<file path="src/rtl/vram_port_arbiter.sv">
// Arbitrates one VRAM port between a CPU write-buffer master (A) and a fixed-priority
// scanline fetch master (B); a burst counter forces an A grant after a bounded B run.
module vram_port_arbiter #(
  parameter int unsigned MAX_B_BURST = 16
) (
  input  logic        i_clock,
  input  logic        i_reset,
  input  logic        i_pa_request,
  input  logic        i_pa_rw,
  input  logic [31:0] i_pa_address,
  input  logic [31:0] i_pa_wdata,
  output logic [31:0] o_pa_rdata,
  output logic        o_pa_ready,
  input  logic        i_pb_request,
  input  logic        i_pb_rw,
  input  logic [31:0] i_pb_address,
  input  logic [31:0] i_pb_wdata,
  output logic [31:0] o_pb_rdata,
  output logic        o_pb_ready,
  output logic        o_vram_request,
  output logic        o_vram_rw,
  output logic [31:0] o_vram_address,
  output logic [31:0] o_vram_wdata,
  input  logic [31:0] i_vram_rdata,
  input  logic        i_vram_ready,
  output logic        o_owner,
  output logic        o_busy
);

  localparam int unsigned DW = 32;
  localparam int unsigned CW = $clog2(MAX_B_BURST + 1);
  localparam logic [CW-1:0] BURST_MAX = CW'(MAX_B_BURST);

  typedef enum logic [1:0] {
    ST_IDLE  = 2'd0,
    ST_GRANT = 2'd1,
    ST_DONE  = 2'd2
  } state_t;

  state_t        r_state;
  logic [CW-1:0] r_burst;
  logic          r_owner;
  logic          r_busy;
  logic          r_vram_request;
  logic          r_vram_rw;
  logic [DW-1:0] r_vram_address;
  logic [DW-1:0] r_vram_wdata;
  logic [DW-1:0] r_pa_rdata;
  logic [DW-1:0] r_pb_rdata;
  logic          r_pa_ready;
  logic          r_pb_ready;

  logic          w_any_request;
  logic          w_grant_b;
  logic [CW-1:0] w_burst_next;

  // B wins unless A is also waiting and B has already used up its burst allowance
  assign w_any_request = i_pa_request | i_pb_request;
  assign w_grant_b     = i_pb_request & (~i_pa_request | (r_burst != BURST_MAX));

  // A B grant with A waiting implies r_burst < BURST_MAX, so the increment cannot wrap
  assign w_burst_next  = (w_grant_b & i_pa_request) ? r_burst + CW'(1) : '0;

  always_ff @(posedge i_clock or posedge i_reset) begin
    if (i_reset) begin
      r_state        <= ST_IDLE;
      r_burst        <= '0;
      r_owner        <= 1'b0;
      r_busy         <= 1'b0;
      r_vram_request <= 1'b0;
      r_vram_rw      <= 1'b0;
      r_vram_address <= '0;
      r_vram_wdata   <= '0;
      r_pa_rdata     <= '0;
      r_pb_rdata     <= '0;
      r_pa_ready     <= 1'b0;
      r_pb_ready     <= 1'b0;
    end else begin
      case (r_state)
        ST_IDLE: begin
          if (w_any_request) begin
            r_owner        <= w_grant_b;
            r_busy         <= 1'b1;
            r_vram_request <= 1'b1;
            r_vram_rw      <= w_grant_b ? i_pb_rw      : i_pa_rw;
            r_vram_address <= w_grant_b ? i_pb_address : i_pa_address;
            r_vram_wdata   <= w_grant_b ? i_pb_wdata   : i_pa_wdata;
            r_burst        <= w_burst_next;
            r_state        <= ST_GRANT;
          end
        end
        ST_GRANT: begin
          if (i_vram_ready) begin
            r_vram_request <= 1'b0;
            if (r_owner) begin
              r_pb_rdata <= i_vram_rdata;
              r_pb_ready <= 1'b1;
            end else begin
              r_pa_rdata <= i_vram_rdata;
              r_pa_ready <= 1'b1;
            end
            r_state <= ST_DONE;
          end
        end
        ST_DONE: begin
          r_pa_ready <= 1'b0;
          r_pb_ready <= 1'b0;
          r_busy     <= 1'b0;
          r_state    <= ST_IDLE;
        end
        default: begin
          r_state <= ST_IDLE;
        end
      endcase
    end
  end

  assign o_pa_rdata     = r_pa_rdata;
  assign o_pa_ready     = r_pa_ready;
  assign o_pb_rdata     = r_pb_rdata;
  assign o_pb_ready     = r_pb_ready;
  assign o_vram_request = r_vram_request;
  assign o_vram_rw      = r_vram_rw;
  assign o_vram_address = r_vram_address;
  assign o_vram_wdata   = r_vram_wdata;
  assign o_owner        = r_owner;
  assign o_busy         = r_busy;

endmodule

</file>
<file path="config.mk">
export PLATFORM = sky130hd
export DESIGN_NAME = vram_port_arbiter
export DESIGN_NICKNAME = d
export VERILOG_FILES = /design/src/rtl/vram_port_arbiter.sv
export SDC_FILE = /design/constraint.sdc
export NUM_CORES = 1
export LEC_CHECK = 0
export ABC_CLOCK_PERIOD_IN_PS = 4200
export BUFFER_PORTS_ARGS = -buffer_cell sky130_fd_sc_hd__clkbuf_2
export CAP_MARGIN = 20
export CORE_UTILIZATION = 42
export CTS_CLUSTER_SIZE = 14
export DETAILED_ROUTE_END_ITERATION = 6
export PLACE_DENSITY = 0.87
export SYNTH_ARGS = -nofsm -noshare
export SYNTH_HDL_FRONTEND = slang
export SYNTH_SLANG_ARGS = --single-unit
</file>
<file path="constraint.sdc">
create_clock -name i_clock -period 4.2 [get_ports i_clock]
set_clock_uncertainty 0.05 [all_clocks]
set_input_delay 0.21 -clock i_clock [delete_from_list [all_inputs] [get_ports i_clock]]
set_output_delay 0.21 -clock i_clock [all_outputs]
set_load 0.05 [all_outputs]
</file>
* Word-level counts from Yosys, hierarchy flattened
Cells that the tools add are included.
** Word-level totals
- Output and inout port bits :: 134
- Memories kept :: 0
- ROM bits :: 0
- Memory bits (writable) :: 0
- Register bits after elaboration :: 141
- Latch bits :: 0
** Cells by class
- Shifts and indexed selects :: 0
- Eq/ne operators :: 7
- Div/mod/pow operators :: 0
- Reduce and logical (&&, ||, !) cells :: 12
- Multipliers :: 0
- Multiplexer cells :: 17
- Add/sub/neg operators :: 1
- Order comparisons :: 0
- Bitwise logic cells :: 6
** Operator list (number)
- $mux 32 :: 2
- $reduce_and 3->1 :: 5
- $ne 2x2->1 const B :: 4
- $pmux 1 s2 :: 4
- $mux 1 :: 7
- $reduce_and 2->1 :: 3
- $reduce_bool 2->1 :: 3
- $add 5x1->5 const B :: 1
- $mux 5 :: 1
- $ne 5x5->1 const B :: 1
- $mux 2 :: 2
- $pmux 2 s2 :: 1
- $and 1x1->1 :: 2
- $eq 2x1->1 const B :: 1
- $eq 2x2->1 const B :: 1
- $logic_not 2->1 :: 1
- $not 1->1 :: 2
- $or 1x1->1 :: 2

* Longest topological paths before layout
Gate-level depths: netlist of the first run.
- Word-level depth :: 5
- Gate-level depth with buffers :: 8
- Mapped depth without buffers :: 6

* Least setup slack after synthesis of the first run
Ideal clock, no wire load.
- Path kind :: register -> register
- From :: register r_burst[0]
- To :: register r_vram_address[2], in the netlist o_vram_address[2]
- Path slack :: 2.514 ns
- Setup time :: 0.121 ns
- Path buffers :: 2
- Cell stages (with the launch flop) :: 9
- Arrival :: 1.514 ns
- Path through :: dfrtp_1 inv_1 ha_1 nor4bb_4 a21boi_1 buf_6 buf_6 a21oi_2 a21oi_1
** Between the ends
- Word-level cells in the longest chain between the ends :: 4
** Ends and longest elaborated chain
- start, declared :: RTL line 41 : logic [CW-1:0] r_burst;
- start signal, assigned :: RTL line 88 : r_burst <= w_burst_next;
- $ne 5x5->1 :: RTL line 59 : assign w_grant_b = i_pb_request & (~i_pa_request | (r_burst != BURST_MAX));
- $or 1x1->1 :: RTL line 59
- $and 1x1->1 :: RTL line 59
- $mux 32 :: RTL line 86 : r_vram_address <= w_grant_b ? i_pb_address : i_pa_address;
- end signal, assigned :: RTL line 86
- end, declared :: RTL line 46 : logic [DW-1:0] r_vram_address;
Every way passes these cells.
A chain may end at the register's enable or synchronous reset.

* Final worst setup path of the first run
- From :: register r_burst[0]
- To :: register r_vram_address[12], in the netlist o_vram_address[12]
Same word-level chain as after synthesis.

==> results of run 1 <==
[kinds of logic (layout without fill, tap and decap cells)]
group                      after synthesis  count (layout)
AOI/OAI and AO/OA                      141             141
adders and majority gates                2               2
buffers and inverters                   42             439
DFF                                    141             141
muxes                                   64              64
and+or+nand+nor                        162             162
[critical path: stages, from the launching register on]
cell       delay [ns]
dfrtp_1          0.39
inv_1            0.10
ha_1             0.17
nand4bb_1        0.19
o21ai_4          0.85
buf_4            0.37
nand2_1          0.08
a21oi_1          0.16
[sequential cells by signal (all words and copies together) (netlist names)]
name and cells:
o_busy 1, o_owner 1, o_pa_rdata 32, o_pa_ready 1
o_pb_rdata 32, o_pb_ready 1, o_vram_address 32, o_vram_request 1
o_vram_rw 1, o_vram_wdata 32, r_burst 5, r_state 2
[metrics by stage]
| step | util (%) | cell area [um2] |
|---|---|---|
| after CTS | 65.8 | 9270 |
| after floorplan | - | 6160 |
| after global routing | 65.8 | 9280 |
| final | 65.8 | 9280 |
| after detailed placement | 54.4 | 7670 |
| after global placement | 54.4 | 7670 |
[final cells by class]
class / instances / share of cell area, %
Clock inverter: 12 / 2.24
Inverter: 6 / 0.324
Clock buffer: 20 / 4.92
Tap cell: 180 / 2.43
Timing Repair Buffer: 401 / 26.9
Multi-Input combinational cell: 369 / 25.2
Sequential cell: 141 / 38.0
[report_power, final]
part           internal [mW]  switching (mW)  leakage [nW]
clock                   1.10           0.596         0.326
combinational           1.22            3.46          2.69
sequential              2.03           0.432          1.64
[cells in the mapped netlist (2+ instances only)]
| cell type | number |
|---|---|
| mux2_4 | 29 |
| inv_1 | 5 |
| buf_12 | 3 |
| clkbuf_1 | 7 |
| or4_1 | 2 |
| a21oi_1 | 119 |
| dfrtp_1 | 141 |
| mux2_1 | 3 |
| o21ai_0 | 7 |
| a21oi_2 | 11 |
| nor2_1 | 67 |
| nand3_1 | 10 |
| buf_6 | 13 |
| mux2_2 | 32 |
| nand2_1 | 75 |
| ha_1 | 2 |
| buf_2 | 12 |
[worst paths after layout]
check | to | start | slack, ns
setup / recovery | o_vram_address[12] | r_burst[0] | 1.75
hold / removal | o_pa_rdata[11] | i_vram_rdata[11] | 0.02
setup reg to reg | o_vram_address[12] | r_burst[0] | 1.75
hold reg to reg | o_busy | o_busy | 0.42
max in group asynchronous | o_vram_wdata[9] | i_reset | 2.76
min in group asynchronous | o_pa_rdata[8] | i_reset | 0.32
[routing by layer]
layer	GRT usage (%)	share of wire, %	wire (um)
met3	9.59	9.4	1900
met4	15.9	4.3	867
met5	0	0	0
met1	28.2	36	7270
met2	45.5	50	10100
[placed cells by master, fill, tap and decap left out, types with 3 or more instances in the layout]
| cell | n |
|---|---|
| clkbuf_16 | 17 |
| bufinv_16 | 5 |
| clkinv_4 | 3 |
| mux2_2 | 32 |
| mux2_1 | 3 |
| dfrtp_1 | 141 |
| a21oi_2 | 11 |
| a21oi_1 | 119 |
| inv_1 | 4 |
| nand2_1 | 75 |
| buf_4 | 7 |
| nand3_1 | 10 |
| dlygate4sd3_1 | 94 |
| inv_6 | 4 |
| nor2_1 | 67 |
| mux2_4 | 29 |
| o21ai_0 | 6 |
| clkbuf_2 | 300 |
==> impl_metrics.tcl, run 1 <==
set metrics [dict create \
    hold_depth 2 \
    power_leakage_nw 4.66 \
    gp_congestion 0.807 \
    fillCellCount 997 \
    synth_adder_area_share_pct 0.407 \
    finalCritPeriodShare_pct 58.2 \
    r2r_cells 7 \
    track_usage_pct 26.6 \
    hold_ws_ns 0.0183 \
    critPathKind "reg -> reg" \
    power_density_nw_per_um2 952 \
    wl_per_cell_um 17.9 \
    cts_hold_buf 93 \
    synth_top_family_by_area "multiplexers" \
    clkLatencyLatePin_ns 0.40 \
    maxCapViolations 0 \
    drtIter0Drc 337 \
    cts_resized 0 \
    dieArea_um2 15100 \
    grt_pass1_wl_um 30600 \
    yosys-mux-area-fraction_pct 13.5 \
    cts_tree "built" \
    cts_buffer_depth 2 \
    synth_edf_count 0 \
    antenna_found_initial 0 \
    setup-tns-final_ns 0 \
    setup_ws_ns 1.75 \
    htree_levels 4 \
    synth_xor_area_share_pct 0 \
    yosysTopAreaCell "dfrtp_1" \
    required_ns 4.47 \
    rsz0062_at_grt "false" \
    dp.cells 1003 \
    nNetsFinal 1105 \
    hold_viol 0 \
    cts_sinks 141 \
    via_per_inst 5.23 \
    die_h_um 123 \
    avgSynthCellArea_um2 11.2 \
    dp_hpwl_um 11800 \
    async_flop_share_pct 100 \
    vdd_drop_max_v 0.000557 \
    hold_class "in -> reg" \
    area_growth_pct 50.8 \
    num_antenna_cells 0 \
    coreArea_um2 14100 \
    ys_ff_latch 141 \
    status "finished clean" \
    syn_nets 721 \
    arrival_ns 2.71 \
    netlist_area_um2 6160 \
    clock.fmax_mhz 409 \
    ys_seq_area_share_pct 57.3 \
    synth-compound-area-share_pct 12.3 \
    crit_fanout 38 \
    seqCellArea_um2 3530 \
    place.port_buffers 300 \
    num_io_pins 301 \
    multi_input_area_um2 2340 \
    synth_top_cell_area_share_pct 57.3 \
    root_buffer "clkbuf_16" \
    postSynthCellCount 552 \
    timing.slew.headroom_pct 30.5 \
    start_kind "flip-flop" \
    drive_gt1_share_pct 44.3 \
    report.final.slew_viol_count 0 \
    postCtsSetupRepairBufs 0 \
    place_ws_ns 1.77 \
    yosys_warnings 0 \
    num_rows 43 \
    synthFlopType "dfrtp_1" \
    ys_top_cells_by_area "dfrtp_1 (57%), a21oi_1 (9.7%), mux2_4 (7.1%), mux2_2 (5.9%), nand2_1 (4.6%)" \
    end_kind "flip-flop" \
    tightest_slew_ns 1.04 \
    vias 5908 \
    setup_viol 0 \
    grt_max_degree 63 \
    drt_first_pass_iters 5 \
    grt_pass1_vias 6202 \
    fin_cells 1129 \
    gr-total-overflow 0 \
    p_total_mw 8.84 \
    die_w_um 123 \
    start_util_pct 43.7 \
    drcViolationCount 0 \
    clkSlewWorstSetupHoldPaths_ns 0.06 \
    numCtsBuffers 17 \
    layout_min_cycle_time_ns 2.45 \
    routed_wl_um 20200 \
    synth-simple-area-share_pct 11.3 \
    synth_cell_type_count 31 \
    postRouteAntennaNets 0 \
]
Power figures use the tool's default switching activity.
==> run 2: changes to the inputs <==
ABC_AREA = 1   (was unset)
ABC_CLOCK_PERIOD_IN_PS = 2350   (was 4200)
CORE_UTILIZATION = 48   (was 42)
PLACE_DENSITY = 0.91   (was 0.87)
clock period = 2.35 ns   (was 4.2 ns; I/O delays follow)
==> run 2 against run 1 <==
  * Critical path depth grew 4
  * Wire length grew 30%
  * Sequential cell count is the same
  * Sequential power grew 75%
  * Critical path type unchanged
  * Highest routed layer unchanged
==> impl_metrics.tcl, run 2 <==
set metrics [dict create \
    clkLatencyLatePin_ns 0.40 \
    most-common-layout-cells "clkbuf_2 (300), nand2_1 (282), inv_1 (170), dlygate4sd3_1 (152), dfrtp_1 (141)" \
    synth_top_family_by_area "simple AND/OR/NAND/NOR gates" \
    timing.slew.headroom_pct 47.2 \
    hold_viol 0 \
    antenna_found_initial 0 \
    arrival_ns 2.54 \
    wl_per_cell_um 17.4 \
    fillCellCount 753 \
    cp_common_cell "nand2_1" \
    start_kind "flip-flop" \
    avgSynthCellArea_um2 7.77 \
    worst_path_max_delay_cell "dlygate4sd3_1" \
    drcViolationCount 0 \
    num_rows 43 \
    start_util_pct 49.1 \
    dp_hpwl_um 11800 \
    required_ns 2.59 \
    postRouteAntennaNets 0 \
    status "finished clean" \
    hold_ws_ns 0.0142 \
    power_density_nw_per_um2 1440 \
    track_usage_pct 33.1 \
    numCtsBuffers 17 \
    synth_edf_count 0 \
    setup_viol 0 \
    final_util_pct 77.5 \
    drive_gt1_share_pct 29.3 \
    postSynthCellCount 873 \
    coreArea_um2 13800 \
    cts_tree "built" \
    maxCapViolations 0 \
    synth_cell_type_count 23 \
    die_h_um 121 \
    path_buf_inv 4 \
    clock.fmax_mhz 436 \
    num_antenna_cells 0 \
    clkSlewWorstSetupHoldPaths_ns 0.06 \
    vias 8027 \
    root_buffer "clkbuf_16" \
    p_total_mw 15.4 \
    drt_first_pass_iters 6 \
    synth_top_cell_area_share_pct 52.0 \
    synth-compound-area-share_pct 6.64 \
    gr-total-overflow 0 \
    netlist_area_um2 6790 \
    crit_family "buffers and inverters" \
    die_w_um 121 \
    synth.most_common_cell "nand2_1" \
    finalCritPeriodShare_pct 97.7 \
    layout_min_cycle_time_ns 2.30 \
    end_kind "flip-flop" \
    place.port_buffers 300 \
    synthFlopType "dfrtp_1" \
    cts_sinks 141 \
    tightest_slew_ns 0.791 \
    cts_buffer_depth 2 \
    synth-simple-area-share_pct 26.9 \
    power_leakage_nw 6.15 \
    yosys_warnings 0 \
    ys_ff_latch 141 \
    grt_pass1_vias 7723 \
    ys_top_cells_by_area "dfrtp_1 (52%), nand2_1 (16%), nand3_1 (10%), inv_1 (9.5%), o21ai_2 (3.1%)" \
    syn_nets 1042 \
    yosys-mux-area-fraction_pct 0 \
    crit_fanout 8 \
    nNetsFinal 1484 \
    htree_levels 4 \
    path_cells "inv_2 -> ha_2 -> nand2_1 -> inv_2 -> nand3_4 -> nand2_8 -> clkbuf_16 -> nand2_1 -> nand3_1 -> dlygate4sd3_1 -> nand2_1" \
    report.final.slew_viol_count 0 \
    yosysTopAreaCell "dfrtp_1" \
    hold_class "in -> reg" \
    cpPeakStageDelay_ns 0.59 \
    yosys-top-cells-count "nand2_1 (283), inv_1 (172), dfrtp_1 (141)" \
    drtIter0Drc 832 \
    grt_max_degree 142 \
    critPathKind "reg -> reg" \
    synth_adder_area_share_pct 0.369 \
    dieArea_um2 14600 \
    gp_congestion 0.809 \
    layout_commonest_cell "clkbuf_2" \
    synth_xor_area_share_pct 0 \
    vdd_drop_max_v 0.000813 \
    grt_pass1_wl_um 37300 \
    routed_wl_um 26200 \
    ys_seq_area_share_pct 52.0 \
    num_io_pins 301 \
    area_growth_pct 57.8 \
    async_flop_share_pct 100 \
    via_per_inst 5.32 \
]
run 2: cell count changes in the layout (fill, tap and decap cells not counted), moves of 5 or more:
cell and change:
nand3_1 +125, mux2_4 -29, a21oi_2 -11, inv_1 +166
o21ai_1 +11, a21oi_1 -119, nand2_1 +207, o21ai_2 +23
nor2_1 -61, dlygate4sd3_1 +58, mux2_2 -32, o21ai_0 +31
clkbuf_16 +6, buf_12 +5
run 2: metal layers:
layer | share of wire, % | routed length [um] | vias up | global-route usage, %
li1 | - | - | 3523 | -
met1 | 35 | 9060 | 3645 | 36.7
met2 | 48 | 12500 | 674 | 56.3
met3 | 11 | 2900 | 185 | 9.12
met4 | 6.9 | 1800 | 0 | 20.1
met5 | 0 | 0 | - | 0
run 2: area by class of cell:
cell class	count	area [um2]	share of cell area [%]
inverter	176	667	6.23
tap	180	225	2.10
timing repair buffer	473	3360	31.4
multi-input combinational	506	2330	21.8
clock buffer	19	433	4.04
clock inverter	13	164	1.53
sequential	141	3530	32.9
run 2: kinds of logic (layout without fill, tap and decap cells):
family / after synthesis / count (layout)
simple gates: 432 / 432
buf+inv: 226 / 681
flops: 141 / 141
compound gates: 72 / 72
fa+ha+maj: 2 / 2
run 2: stage by stage:
step | TNS, ns | setup WS, ns | cells | instance area [um2]
final | 0 | 0.0540 | 1508 | 10700
after CTS | 0 | 0.104 | 1496 | 10500
after detailed placement | 0 | 0.644 | 1312 | 8360
after global placement | 0 | 0.678 | 1312 | 8360
after floorplan | 0 | 0.419 | 873 | 6790
after global routing | -0.430 | -0.0579 | 1508 | 10700
run 2: worst paths after layout:
check / start / to / slack (ns) / cells after the start
min in group asynchronous: i_reset / o_pb_rdata[17] / 0.44 / 4
worst max-delay path: r_burst[0] / o_vram_wdata[20] / 0.05 / 11
worst min-delay path: i_pb_address[15] / o_vram_address[15] / 0.01 / 5
worst max register to register: r_burst[0] / o_vram_wdata[20] / 0.05 / 11
worst min register to register: o_vram_address[17] / o_vram_address[17] / 0.43 / 2
max in group asynchronous: i_reset / o_vram_wdata[15] / 1.26 / 4
run 2: what timing repair did:
action	in CTS	in global routing
endpoints found under the setup margin	0	47
endpoints found under the hold margin	272	0
setup buffers	0	4
hold buffers	152	0
resized for setup	0	8
run 2: tightest hold or removal path: stages:
cell,delay [ns]
clkbuf_2,0.07
inv_1,0.03
nand3_1,0.07
nand3_1,0.09
nand2_1,0.06
run 2: report_power, final:
| group | leakage (nW) | internal [mW] | total (mW) | switching (mW) |
|---|---|---|---|---|
| Clock | 0.288 | 1.68 | 2.72 | 1.05 |
| Sequential | 1.74 | 3.57 | 4.33 | 0.757 |
| Combinational | 4.12 | 2.07 | 8.35 | 6.28 |
| Total | 6.15 | 7.32 | 15.4 | 8.08 |
==> run 3: changes to the inputs <==
CTS_BUF_LIST = sky130_fd_sc_hd__clkbuf_4 sky130_fd_sc_hd__clkbuf_8 sky130_fd_sc_hd__clkbuf_16   (was unset)
==> run 3 against run 2 <==
  * The run now ends with DRC left
  * Via count grew 0.93%
  * Sequential share of layout area down 0.16 points
  * Clock power is essentially flat
  * First-iteration DRC count up 5.5%
  * Worst setup slack got worse by 0.032 ns
  * Wire length increased by 1.2%
  * Maximum frequency down 1.4%
  * Global-route usage hardly changed
  * Register-to-register slack worse by 0.03 ns
  * Final area increased by 0.50%
  * Critical endpoint is now o_vram_wdata[16]
  * Largest power group unchanged
==> impl_metrics.tcl, run 3 (synthesis gave the netlist of run 2 again) <==
set metrics [dict create \
    status "finished, violations left" \
    violations "DRC" \
    hold_viol 0 \
    root_buffer "clkbuf_16" \
    p_seq_share_pct 28.1 \
    power_frac_clock_pct 17.7 \
    timing.slew.headroom_pct 46.0 \
    power_leakage_nw 6.18 \
    final_util_pct 77.8 \
    path_cells "inv_2 -> ha_2 -> nand2_1 -> inv_2 -> nand3_4 -> buf_12 -> clkbuf_16 -> nand3_1 -> nand3_1 -> dlygate4sd3_1 -> nand2_1" \
    tightest_slew_ns 0.811 \
    dieArea_um2 14600 \
    num_rows 43 \
    layout_min_cycle_time_ns 2.33 \
    hold_ws_ns 0.0162 \
    track_usage_pct 33.0 \
    gr-total-overflow 0 \
    postRouteAntennaNets 0 \
    p_int_mw 7.34 \
    maxCapViolations 0 \
    cpPeakStageDelay_ns 0.60 \
    drive_gt1_share_pct 29.6 \
    gp_congestion 0.809 \
    antenna_found_initial 0 \
    hold_class "in -> reg" \
    place_ws_ns 0.644 \
    cts_tree "built" \
    start_kind "flip-flop" \
    dp_hpwl_um 11800 \
    required_ns 2.64 \
    area_growth_pct 58.6 \
    swShare_pct 52.5 \
    rsz0062_at_grt "true" \
    grt_pass1_wl_um 37300 \
    p_comb_share_pct 54.2 \
    place.port_buffers 300 \
    dp.cells 1312 \
    htree_levels 4 \
    routed_wl_um 26500 \
    via_per_inst 5.37 \
    critPathKind "reg -> reg" \
    grt_pass1_vias 7781 \
    end_kind "flip-flop" \
    cts_sinks 141 \
    setup_viol 0 \
    vias 8102 \
    path_buf_inv 5 \
    grt_max_degree 142 \
    start_util_pct 49.1 \
    netSwitchingPower_mw 8.12 \
    arrival_ns 2.62 \
    drcViolationCount 5 \
    vdd_drop_max_v 0.000810 \
    crit_fanout 16 \
    wl_per_cell_um 17.6 \
    p_total_mw 15.5 \
    most-common-layout-cells "clkbuf_2 (300), nand2_1 (282), inv_1 (170), dlygate4sd3_1 (152), dfrtp_1 (141)" \
    num_io_pins 301 \
    dpl_cell_area_um2 8360 \
    clkSlewWorstSetupHoldPaths_ns 0.06 \
    worst_path_max_delay_cell "dlygate4sd3_1" \
    clkLatencyLatePin_ns 0.40 \
    finalCritPeriodShare_pct 99.1 \
    setup-tns-final_ns 0 \
    report.final.slew_viol_count 0 \
    crit_family "buffers and inverters" \
    die_w_um 121 \
    setup_ws_ns 0.0218 \
    final_cell_area_um2 10800 \
    drt_first_pass_iters 7 \
    die_h_um 121 \
    num_antenna_cells 0 \
    clock.fmax_mhz 430 \
    fin_cells 1509 \
    layout_commonest_cell "clkbuf_2" \
    power_density_nw_per_um2 1440 \
    numCtsBuffers 17 \
    nNetsFinal 1485 \
    coreArea_um2 13800 \
    cts_buffer_depth 2 \
    drtIter0Drc 878 \
]
[run 3: changes by cell type in the layout (fill, tap and decap cells not counted), sizes merged]
| cell | before | now |
|---|---|---|
| clkbuf | 325 | 326 |
[run 3: power groups by stage]
| stage | sequential (mW) | clock (mW) | combinational, mW |
|---|---|---|---|
| 6_report | 4.34 | 2.74 | 8.38 |
| 5_1_grt | 4.42 | 2.87 | 8.78 |
| 4_1_cts | 4.24 | 2.76 | 8.01 |
| 3_5_place_dp | 4.23 | 0 | 7.53 |
| 3_3_place_gp | 4.21 | 0 | 7.38 |
| 2_1_floorplan | 8.02 | 0 | 1.90 |
[run 3: worst min-delay path, cell delays in order]
cell,delay [ns]
clkbuf_2,0.07
inv_1,0.03
nand3_1,0.07
nand3_1,0.08
nand2_1,0.06
[run 3: layout make-up]
class	count	area [um2]
Clock buffer	19	440
Clock inverter	13	164
Fill cell	758	3060
Inverter	176	667
Multi-Input combinational cell	506	2340
Sequential cell	141	3530
Tap cell	180	225
Timing Repair Buffer	474	3400
[run 3: layer usage]
metal	up-vias	part of all wire (%)	routed length [um]	GRT usage, %
met5	-	0	0	0
met4	0	7.2	1920	20.8
met3	220	10	2750	8.74
met2	661	48	12700	56.0
met1	3697	35	9160	36.8
li1	3524	-	-	-
[run 3: path summary, 6_finish.rpt]
check,cells past startpoint,from,to,slack (ns)
setup / recovery,11,r_burst[0],o_vram_wdata[16],0.02
hold / removal,5,i_pb_wdata[5],o_vram_wdata[5],0.02
setup reg to reg,11,r_burst[0],o_vram_wdata[16],0.02
hold reg to reg,2,o_vram_address[17],o_vram_address[17],0.43
max in group asynchronous,4,i_reset,r_burst[2],1.25
min in group asynchronous,4,i_reset,o_pb_rdata[17],0.43
[run 3: repair_timing]
action / in CTS / in global routing
hold endpoints to repair: 272 / 0
setup endpoints to repair: 0 / 49
hold buffers: 152 / 0
resized for setup: 0 / 9
buffers inserted: 0 / 3
